$ cat config.mk
export PLATFORM = sky130hd
export DESIGN_NAME = ex_stage_flat
export DESIGN_NICKNAME = d
export VERILOG_FILES = /design/src/rtl/mips_pkg.sv /design/src/rtl/ex_stage_if.sv /design/src/rtl/muldiv_unit.sv /design/src/rtl/ex_stage.sv /design/src/flat_wrapper.sv
export SDC_FILE = /design/constraint.sdc
export NUM_CORES = 1
export LEC_CHECK = 0
export ABC_AREA = 0
export CELL_PAD_IN_SITES_DETAIL_PLACEMENT = 1
export CELL_PAD_IN_SITES_GLOBAL_PLACEMENT = 1
export CORE_ASPECT_RATIO = 0.6
export CORE_MARGIN = 4
export CORE_UTILIZATION = 39
export CTS_BUF_LIST = sky130_fd_sc_hd__clkbuf_4 sky130_fd_sc_hd__clkbuf_8 sky130_fd_sc_hd__clkbuf_16
export CTS_CLUSTER_DIAMETER = 50
export DETAILED_ROUTE_END_ITERATION = 8
export PLACE_DENSITY = 0.85
export SYNTH_ARGS = -nofsm -noshare
export SYNTH_HDL_FRONTEND = slang
export SYNTH_SLANG_ARGS = --single-unit
$ cat constraint.sdc
create_clock -name clk -period 11.21 [get_ports clk]
set_input_delay 2.8025 -clock clk [delete_from_list [all_inputs] [get_ports clk]]
set_output_delay 2.8025 -clock clk [all_outputs]
set_load 0.01 [all_outputs]
$ cat src/rtl/mips_pkg.sv
// rtl/mips_pkg.sv - shared encodings for the execute stage and its multiply/divide unit
package mips_pkg;

  localparam int E_REGDST   = 3;
  localparam int E_ALUOP_HI = 2;
  localparam int E_ALUOP_LO = 1;
  localparam int E_ALUSRC   = 0;

  localparam logic [1:0] ALUOP_ADD   = 2'b00;
  localparam logic [1:0] ALUOP_SUB   = 2'b01;
  localparam logic [1:0] ALUOP_FUNCT = 2'b10;
  localparam logic [1:0] ALUOP_ORI   = 2'b11;

  localparam logic [5:0] F_SLL   = 6'h00;
  localparam logic [5:0] F_SRL   = 6'h02;
  localparam logic [5:0] F_SRA   = 6'h03;
  localparam logic [5:0] F_MFHI  = 6'h10;
  localparam logic [5:0] F_MFLO  = 6'h12;
  localparam logic [5:0] F_MULT  = 6'h18;
  localparam logic [5:0] F_MULTU = 6'h19;
  localparam logic [5:0] F_DIV   = 6'h1A;
  localparam logic [5:0] F_DIVU  = 6'h1B;
  localparam logic [5:0] F_ADD   = 6'h20;
  localparam logic [5:0] F_ADDU  = 6'h21;
  localparam logic [5:0] F_SUB   = 6'h22;
  localparam logic [5:0] F_SUBU  = 6'h23;
  localparam logic [5:0] F_AND   = 6'h24;
  localparam logic [5:0] F_OR    = 6'h25;
  localparam logic [5:0] F_XOR   = 6'h26;
  localparam logic [5:0] F_NOR   = 6'h27;
  localparam logic [5:0] F_SLT   = 6'h2A;
  localparam logic [5:0] F_SLTU  = 6'h2B;

  typedef enum logic [1:0] {IDLE, BUSY, DONE} md_state_e;

endpackage

$ cat src/rtl/ex_stage_if.sv
// rtl/ex_stage_if.sv - ID/EX operands, forwarding sources and EX/MEM results of the execute stage
interface ex_stage_if;
  logic [3:0]  E_in;
  logic [31:0] rd1_in;
  logic [31:0] rd2_in;
  logic [5:0]  funct_in;
  logic [4:0]  shamt_in;
  logic [31:0] immed_in;
  logic [4:0]  rs_in;
  logic [4:0]  rt_in;
  logic [4:0]  rd_in;
  logic        exmem_regwrite;
  logic [4:0]  exmem_rd;
  logic [31:0] exmem_alu;
  logic        memwb_regwrite;
  logic [4:0]  memwb_rd;
  logic [31:0] memwb_data;
  logic [31:0] alu_result;
  logic [31:0] store_data;
  logic [4:0]  dest_reg;
  logic        zero;
  logic        stall;

  modport master (
    output E_in, rd1_in, rd2_in, funct_in, shamt_in, immed_in, rs_in, rt_in, rd_in,
    output exmem_regwrite, exmem_rd, exmem_alu, memwb_regwrite, memwb_rd, memwb_data,
    input  alu_result, store_data, dest_reg, zero, stall
  );

  modport slave (
    input  E_in, rd1_in, rd2_in, funct_in, shamt_in, immed_in, rs_in, rt_in, rd_in,
    input  exmem_regwrite, exmem_rd, exmem_alu, memwb_regwrite, memwb_rd, memwb_data,
    output alu_result, store_data, dest_reg, zero, stall
  );
endinterface

$ cat src/rtl/muldiv_unit.sv
// rtl/muldiv_unit.sv - iterative 32-step multiply (and divide when EX_DIV_EN) with HI/LO
module muldiv_unit
  import mips_pkg::*;
(
  input  logic        clk,
  input  logic        rst,
  input  logic        start,
`ifdef EX_DIV_EN
  input  logic        op_div,
`endif
  input  logic        op_signed,
  input  logic [31:0] a,
  input  logic [31:0] b,
  output logic        busy,
  output logic [31:0] hi,
  output logic [31:0] lo
);

  md_state_e   state;
  logic [4:0]  count;
  logic [32:0] acc;
  logic [31:0] low;
  logic [31:0] opb;
  logic        neg_res;
  logic [31:0] mag_a;
  logic [31:0] mag_b;
  logic [32:0] mul_sum;
  logic [63:0] prod;
  logic [63:0] prod_c;
  logic [32:0] step_acc;
  logic [31:0] step_low;
  logic [31:0] fin_hi;
  logic [31:0] fin_lo;

  assign mag_a = (op_signed && a[31]) ? -a : a;
  assign mag_b = (op_signed && b[31]) ? -b : b;
  assign busy  = (state == IDLE && start) || state == BUSY;

  // shift-add: {acc, low} is the running product, low shifts the multiplier out
  assign mul_sum = low[0] ? acc + {1'b0, opb} : acc;
  assign prod    = {mul_sum, low[31:1]};
  assign prod_c  = neg_res ? -prod : prod;

`ifdef EX_DIV_EN
  logic        div_q;
  logic        neg_rem;
  logic [31:0] a_raw;
  logic [32:0] r_sh;
  logic [33:0] diff;
  logic        q_bit;
  logic [32:0] rem_n;
  logic [31:0] quot;

  // restoring divide: acc holds the partial remainder, low shifts dividend out / quotient in
  always_comb begin
    r_sh  = {acc[31:0], low[31]};
    diff  = {1'b0, r_sh} - {2'b00, opb};
    q_bit = ~diff[33];
    rem_n = q_bit ? diff[32:0] : r_sh;
    quot  = {low[30:0], q_bit};
  end
`endif

  always_comb begin
    step_acc = {1'b0, mul_sum[32:1]};
    step_low = {mul_sum[0], low[31:1]};
    fin_hi   = prod_c[63:32];
    fin_lo   = prod_c[31:0];
`ifdef EX_DIV_EN
    if (div_q) begin
      step_acc = rem_n;
      step_low = quot;
      if (opb == 32'd0) begin
        fin_lo = 32'hFFFF_FFFF;
        fin_hi = a_raw;
      end else begin
        fin_lo = neg_res ? -quot : quot;
        fin_hi = neg_rem ? -rem_n[31:0] : rem_n[31:0];
      end
    end
`endif
  end

  always_ff @(posedge clk) begin
    if (rst) begin
      state   <= IDLE;
      count   <= 5'd0;
      hi      <= 32'd0;
      lo      <= 32'd0;
      acc     <= 33'd0;
      low     <= 32'd0;
      opb     <= 32'd0;
      neg_res <= 1'b0;
`ifdef EX_DIV_EN
      div_q   <= 1'b0;
      neg_rem <= 1'b0;
      a_raw   <= 32'd0;
`endif
    end else begin
      case (state)
        IDLE: if (start) begin
          acc     <= 33'd0;
          low     <= mag_a;
          opb     <= mag_b;
          neg_res <= op_signed & (a[31] ^ b[31]);
`ifdef EX_DIV_EN
          div_q   <= op_div;
          neg_rem <= op_signed & a[31];
          a_raw   <= a;
`endif
          count   <= 5'd31;
          state   <= BUSY;
        end
        BUSY: begin
          acc   <= step_acc;
          low   <= step_low;
          count <= count - 5'd1;
          if (count == 5'd0) begin
            hi    <= fin_hi;
            lo    <= fin_lo;
            state <= DONE;
          end
        end
        DONE:    state <= IDLE;
        default: state <= IDLE;
      endcase
    end
  end

endmodule

$ cat src/rtl/ex_stage.sv
// rtl/ex_stage.sv - MIPS execute stage: forwarding, ALU, dest select, mult/div stall; EX_DIV_EN enables divide
module ex_stage
  import mips_pkg::*;
(
  input logic       clk,
  input logic       rst,
  ex_stage_if.slave bus
);

  logic [1:0]  aluop;
  logic [31:0] fwd_a;
  logic [31:0] fwd_b;
  logic [31:0] op_b;
  logic [31:0] result;
  logic        md_op;
  logic        md_busy;
  logic [31:0] hi;
  logic [31:0] lo;

  assign aluop = bus.E_in[E_ALUOP_HI:E_ALUOP_LO];

  // EX/MEM is younger than MEM/WB, so it wins when both target the same register
  always_comb begin
    fwd_a = bus.rd1_in;
    if (bus.exmem_regwrite && bus.exmem_rd != 5'd0 && bus.exmem_rd == bus.rs_in)
      fwd_a = bus.exmem_alu;
    else if (bus.memwb_regwrite && bus.memwb_rd != 5'd0 && bus.memwb_rd == bus.rs_in)
      fwd_a = bus.memwb_data;

    fwd_b = bus.rd2_in;
    if (bus.exmem_regwrite && bus.exmem_rd != 5'd0 && bus.exmem_rd == bus.rt_in)
      fwd_b = bus.exmem_alu;
    else if (bus.memwb_regwrite && bus.memwb_rd != 5'd0 && bus.memwb_rd == bus.rt_in)
      fwd_b = bus.memwb_data;
  end

  assign op_b = bus.E_in[E_ALUSRC] ? bus.immed_in : fwd_b;

  always_comb begin
    md_op = 1'b0;
    if (aluop == ALUOP_FUNCT) begin
      case (bus.funct_in)
        F_MULT, F_MULTU: md_op = 1'b1;
`ifdef EX_DIV_EN
        F_DIV, F_DIVU:   md_op = 1'b1;
`endif
        default:         md_op = 1'b0;
      endcase
    end
  end

  always_comb begin
    result = 32'd0;
    case (aluop)
      ALUOP_ADD: result = fwd_a + op_b;
      ALUOP_SUB: result = fwd_a - op_b;
      ALUOP_ORI: result = fwd_a | {16'd0, bus.immed_in[15:0]};
      default: begin
        case (bus.funct_in)
          F_ADD, F_ADDU: result = fwd_a + op_b;
          F_SUB, F_SUBU: result = fwd_a - op_b;
          F_AND:         result = fwd_a & op_b;
          F_OR:          result = fwd_a | op_b;
          F_XOR:         result = fwd_a ^ op_b;
          F_NOR:         result = ~(fwd_a | op_b);
          F_SLT:         result = {31'd0, $signed(fwd_a) < $signed(op_b)};
          F_SLTU:        result = {31'd0, fwd_a < op_b};
          F_SLL:         result = op_b << bus.shamt_in;
          F_SRL:         result = op_b >> bus.shamt_in;
          F_SRA:         result = $signed(op_b) >>> bus.shamt_in;
          F_MFHI:        result = hi;
          F_MFLO:        result = lo;
          default:       result = 32'd0;
        endcase
      end
    endcase
  end

  // funct bit 0 selects the unsigned form, bit 1 selects divide
  muldiv_unit u_muldiv (
    .clk       (clk),
    .rst       (rst),
    .start     (md_op),
`ifdef EX_DIV_EN
    .op_div    (bus.funct_in[1]),
`endif
    .op_signed (~bus.funct_in[0]),
    .a         (fwd_a),
    .b         (fwd_b),
    .busy      (md_busy),
    .hi        (hi),
    .lo        (lo)
  );

  assign bus.alu_result = rst ? 32'd0 : result;
  assign bus.store_data = rst ? 32'd0 : fwd_b;
  assign bus.dest_reg   = rst ? 5'd0 : (bus.E_in[E_REGDST] ? bus.rd_in : bus.rt_in);
  assign bus.stall      = rst ? 1'b0 : md_busy;
  assign bus.zero       = (bus.alu_result == 32'd0);

endmodule
$ cat src/flat_wrapper.sv
// flat-port wrapper written by rule: the top's interface ports become plain ports
module ex_stage_flat import mips_pkg::*;
  (clk, rst, bus_E_in, bus_rd1_in, bus_rd2_in, bus_funct_in, bus_shamt_in, bus_immed_in, bus_rs_in, bus_rt_in, bus_rd_in, bus_exmem_regwrite, bus_exmem_rd, bus_exmem_alu, bus_memwb_regwrite, bus_memwb_rd, bus_memwb_data, bus_alu_result, bus_store_data, bus_dest_reg, bus_zero, bus_stall);
  ex_stage_if bus_i ();
  input logic clk;
  input logic rst;
  input wire logic [$bits(bus_i.E_in)-1:0] bus_E_in;
  input wire logic [$bits(bus_i.rd1_in)-1:0] bus_rd1_in;
  input wire logic [$bits(bus_i.rd2_in)-1:0] bus_rd2_in;
  input wire logic [$bits(bus_i.funct_in)-1:0] bus_funct_in;
  input wire logic [$bits(bus_i.shamt_in)-1:0] bus_shamt_in;
  input wire logic [$bits(bus_i.immed_in)-1:0] bus_immed_in;
  input wire logic [$bits(bus_i.rs_in)-1:0] bus_rs_in;
  input wire logic [$bits(bus_i.rt_in)-1:0] bus_rt_in;
  input wire logic [$bits(bus_i.rd_in)-1:0] bus_rd_in;
  input wire logic [$bits(bus_i.exmem_regwrite)-1:0] bus_exmem_regwrite;
  input wire logic [$bits(bus_i.exmem_rd)-1:0] bus_exmem_rd;
  input wire logic [$bits(bus_i.exmem_alu)-1:0] bus_exmem_alu;
  input wire logic [$bits(bus_i.memwb_regwrite)-1:0] bus_memwb_regwrite;
  input wire logic [$bits(bus_i.memwb_rd)-1:0] bus_memwb_rd;
  input wire logic [$bits(bus_i.memwb_data)-1:0] bus_memwb_data;
  output wire logic [$bits(bus_i.alu_result)-1:0] bus_alu_result;
  output wire logic [$bits(bus_i.store_data)-1:0] bus_store_data;
  output wire logic [$bits(bus_i.dest_reg)-1:0] bus_dest_reg;
  output wire logic [$bits(bus_i.zero)-1:0] bus_zero;
  output wire logic [$bits(bus_i.stall)-1:0] bus_stall;
  assign bus_i.E_in = bus_E_in;
  assign bus_i.rd1_in = bus_rd1_in;
  assign bus_i.rd2_in = bus_rd2_in;
  assign bus_i.funct_in = bus_funct_in;
  assign bus_i.shamt_in = bus_shamt_in;
  assign bus_i.immed_in = bus_immed_in;
  assign bus_i.rs_in = bus_rs_in;
  assign bus_i.rt_in = bus_rt_in;
  assign bus_i.rd_in = bus_rd_in;
  assign bus_i.exmem_regwrite = bus_exmem_regwrite;
  assign bus_i.exmem_rd = bus_exmem_rd;
  assign bus_i.exmem_alu = bus_exmem_alu;
  assign bus_i.memwb_regwrite = bus_memwb_regwrite;
  assign bus_i.memwb_rd = bus_memwb_rd;
  assign bus_i.memwb_data = bus_memwb_data;
  assign bus_alu_result = bus_i.alu_result;
  assign bus_store_data = bus_i.store_data;
  assign bus_dest_reg = bus_i.dest_reg;
  assign bus_zero = bus_i.zero;
  assign bus_stall = bus_i.stall;
  ex_stage u_core (.clk(clk), .rst(rst), .bus(bus_i));
endmodule
==> metrics.md <==
| Metric | Value |
|---|---|
| Die Area | `69100 sq um` |
| PwrDens | `90.2 nW/um^2` |
| CP required | `8.41 ns` |
| Most common cell in the netlist | `nand2_1` |
| Fmax | `85.3 MHz` |
| Share of layout cells above drive strength 1 | `28.4%` |
| Core area | `63400 sq um` |
| Crit Path Class | `input pin to output pin` |
| Total CTS buffers | `17` |
| Tcrit/Tclk final | `105%` |
| TritonCTS clock tree | `yes` |
| Multi-input logic area | `21700 sq um` |
| Setup TNS Final | `-1.49 ns` |
| Worst r2r src | `u_core.u_muldiv.opb[0]` |
| GP Congestion | `around 1.2` |
| # setup viols final | `21` |
| Nets | `4791` |
| Vias per std cell | `7.11` |
| DP Worst Slack | `-1.75 ns` |
| Sequential element share of the synthesized area | `a little over an eighth` |
| CTS sink cnt | `~170` |
| Power Total | `3.33 mW` |
| WP data arrival | `8.93 ns` |
| Worst-path fanout max | `21` |
| Post-Syn Area | `about 25000 sq um` |
| CP Launch Type | `input pin` |
| Fin. Hold Viols | `0` |
| Global route total overflow | `0` |
| Initial antenna violation count | `15` |
| Commonest cells in the netlist | `nand2_1 (370), nor2_1 (351), a21oi_1 (260), clkbuf_1 (213)` |
| First-pass GRT wire length | `264 mm` |
| RSZ-0062 raised after global routing | `yes` |
| P_leak | `approximately 15 nW` |
| Slew @ Worst Pin | `between 1.5 and 2 ns` |
| Port bufs | `274` |
| Number of synthesized register bits | `168` |
| Initial DRC count | `about 6000` |
| Most area-consuming cells after synthesis | `dfxtp_1 (13%), ha_1 (7.3%), xnor2_1 (5.9%)` |
| CTS Buffer Depth | `2` |
| Post-CTS Hold Fix Bufs | `0` |
| RR Endpoint | `u_core.u_muldiv.hi[29]` |
| Syn Inst Count | `3533` |
| Area leader, netlist | `dfxtp_1` |
| Post-DRT Antenna Nets | `0` |
| Status | `finished with violations` |
| Clock-pin transition on the worst setup and hold timing paths | `~0.07 ns` |
| VDD IR max | `0.000117 V` |
| Register area | `3360 sq um` |
| Setup crit start | `bus_rs_in[0]` |
| Syn nets | `~4000` |
| Yosys warns | `0` |
| Number of synthesized flops with an enable pin | `0` |
| Area share of the largest cell type after synthesis | `13.3%` |
| PnR worst setup slack | `-0.520 ns` |
| Critical hold path startpoint | `u_core.u_muldiv.hi[29]` |
| H-tree depth | `4` |
| Die X | `roughly 340 um` |
| Hold-critical path depth | `2` |
| Tmin final | `11.73 ns` |
| Row cnt | `about 70` |
| Drt drc | `0` |
| Failing checks | `capacitance limit, slew limit, setup timing` |
| Routed length per instance | `37.2 um` |
| Avg Cell Area, Syn | `7.16 sq um` |
| IO Count | `275` |
| GRT Overall Usage | `52.7%` |
| Main synth FF type | `dfxtp_1` |
| Async set-reset flop share out of synthesis | `0%` |
| R2R Setup Slk | `~5.4 ns` |
| Placed cell area | `34500 sq um` |
| Synth unique cells | `91` |
| Worst-case hold path end point | `u_core.u_muldiv.hi[29]` |
| Min-delay worst type | `register to register` |
| Insertion delay to the later sink of the worst-skew pair | `0.46 ns` |
| Dpl hpwl | `152 mm` |
| Drt pass-1 iters | `7` |
| Finished layout cell area | `37000 sq um` |
| Max Clock Skew | `around 0.014 ns` |
| R2R depth | `16` |
| Pins over their slew limit | `3` |
| DR vias | `between 30000 and 40000` |
| DRT Wirelength | `197 mm` |
| Filler cells | `just under 8000` |
| Largest net degree at the start of global routing | `79` |
| CP endpoint kind | `output pin` |
| Total of max-cap violations | `1` |
| Area growth from synthesis to layout | `46.2%` |
| Clock Tree Root | `clkbuf_16` |
| Die span in y | `205 um` |
| Relative slew margins | `-3.19%` |
| Vias in the first global route | `36100` |
| Final Core Density | `about 60%` |
| Initial Utilization | `39.9%` |
-- placed cells by master, fill, tap and decap left out, types with 51 or more instances in the layout --
| cell type | synthesis | routed |
|---|---|---|
| nand4_1 | 61 | 61 |
| o31ai_1 | 75 | 59 |
| buf_4 | 3 | 844 |
| mux4_2 | 56 | 56 |
| clkdlybuf4s50_1 | 0 | 238 |
| inv_1 | 127 | 122 |
| a211oi_1 | 110 | 104 |
| nor2_1 | 351 | 342 |
| mux2i_1 | 142 | 133 |
| dfxtp_1 | 168 | 167 |
| nor2b_1 | 52 | 51 |
| nor3_1 | 116 | 106 |
| a21oi_1 | 260 | 242 |
| a22oi_1 | 60 | 60 |
| a31oi_1 | 78 | 69 |
| nand3_1 | 67 | 64 |
| xor2_1 | 66 | 66 |
| o21ai_0 | 171 | 150 |
| nand2_1 | 370 | 359 |
| xnor2_1 | 171 | 155 |
| ha_1 | 147 | 129 |
-- logic make-up after synthesis --
logic type,count (synthesis),synth area share [%]
buf+inv,408,6.28
flops,168,13.3
simple gates,1207,22.2
fa+ha+maj,150,7.51
xor+xnor,237,8.21
compound gates,1137,30.6
mux,226,11.9
-- worst max path at each step --
stage / to / slack [ns] / cells after the start
2_1_floorplan: bus_zero / 0.07 / 23
3_3_place_gp: bus_zero / -1.56 / 31
3_5_place_dp: bus_zero / -1.75 / 30
4_1_cts: bus_zero / -0.26 / 32
5_1_grt: bus_zero / -0.62 / 29
6_report: bus_zero / -0.52 / 28
-- per-stage QoR --
step | hold WS (ns) | std cells
2_1_floorplan | 0.430 | 3533
3_3_place_gp | 0.439 | 5202
3_5_place_dp | 0.454 | 5202
4_1_cts | 0.470 | 5261
5_1_grt | 0.500 | 5290
6_report | 0.467 | 5291
-- critical path, stage by stage --
cell and delay, ns:
clkdlybuf4s50_1 0.58, xnor2_1 0.15, nand3_1 0.17, nor4_4 0.47
buf_6 0.23, buf_16 0.18, nand2_1 0.11, o21ai_1 0.16
ha_1 0.32, buf_4 0.19, buf_4 0.14, mux2i_1 0.30
nor2_1 0.08, a21oi_1 0.20, o21ai_0 0.15, a221oi_1 0.30
buf_4 0.19, o211ai_1 0.09, a41oi_1 0.19, nand2_1 0.16
nor4_2 0.33, a21boi_2 0.18, or3_1 0.39, nor4_2 0.29
buf_4 0.19, nand4_1 0.12, nor2_1 0.12, buf_2 0.14
-- sequential cells by signal (all words and copies together) (netlist names) --
| signal | flops |
|---|---|
| u_core.u_muldiv.lo | 32 |
| u_core.u_muldiv.low | 32 |
| u_core.u_muldiv.acc | 32 |
| u_core.u_muldiv.count | 5 |
| u_core.u_muldiv.state | 2 |
| u_core.u_muldiv.opb | 32 |
| u_core.u_muldiv.neg_res | 1 |
| u_core.u_muldiv.hi | 32 |
-- metal layers --
layer  track usage [%]  wire, um  up-vias
met5              5.18       655        -
met4              24.6     13600       34
met3              29.2     34700      873
met2              70.8     73600     3543
met1              67.4     74200    18200
li1                  -         -    15000
-- power by group --
group	total [mW]	internal, mW	switching, mW
clock network	0.643	0.355	0.288
logic	2.09	0.854	1.24
registers	0.601	0.598	0.00311
total	3.33	1.81	1.53
-- cell type report --
class                      count  area share [%]
multi-input combinational   2958            58.6
timing repair buffer        1160            26.5
sequential                   168            9.10
tap                          839            2.84
inverter                     132            1.34
clock buffer                  22            1.32
clock inverter                10           0.318
antenna                        2          0.0135
-- repair_timing --
item,in CTS,in global routing
endpoints found under the hold margin,0,0
buffers inserted,26,25
setup endpoints to repair,26,29
gates cloned,1,3
pin swaps,55,60
resized for setup,178,157
Power figures use the tool's default switching activity.
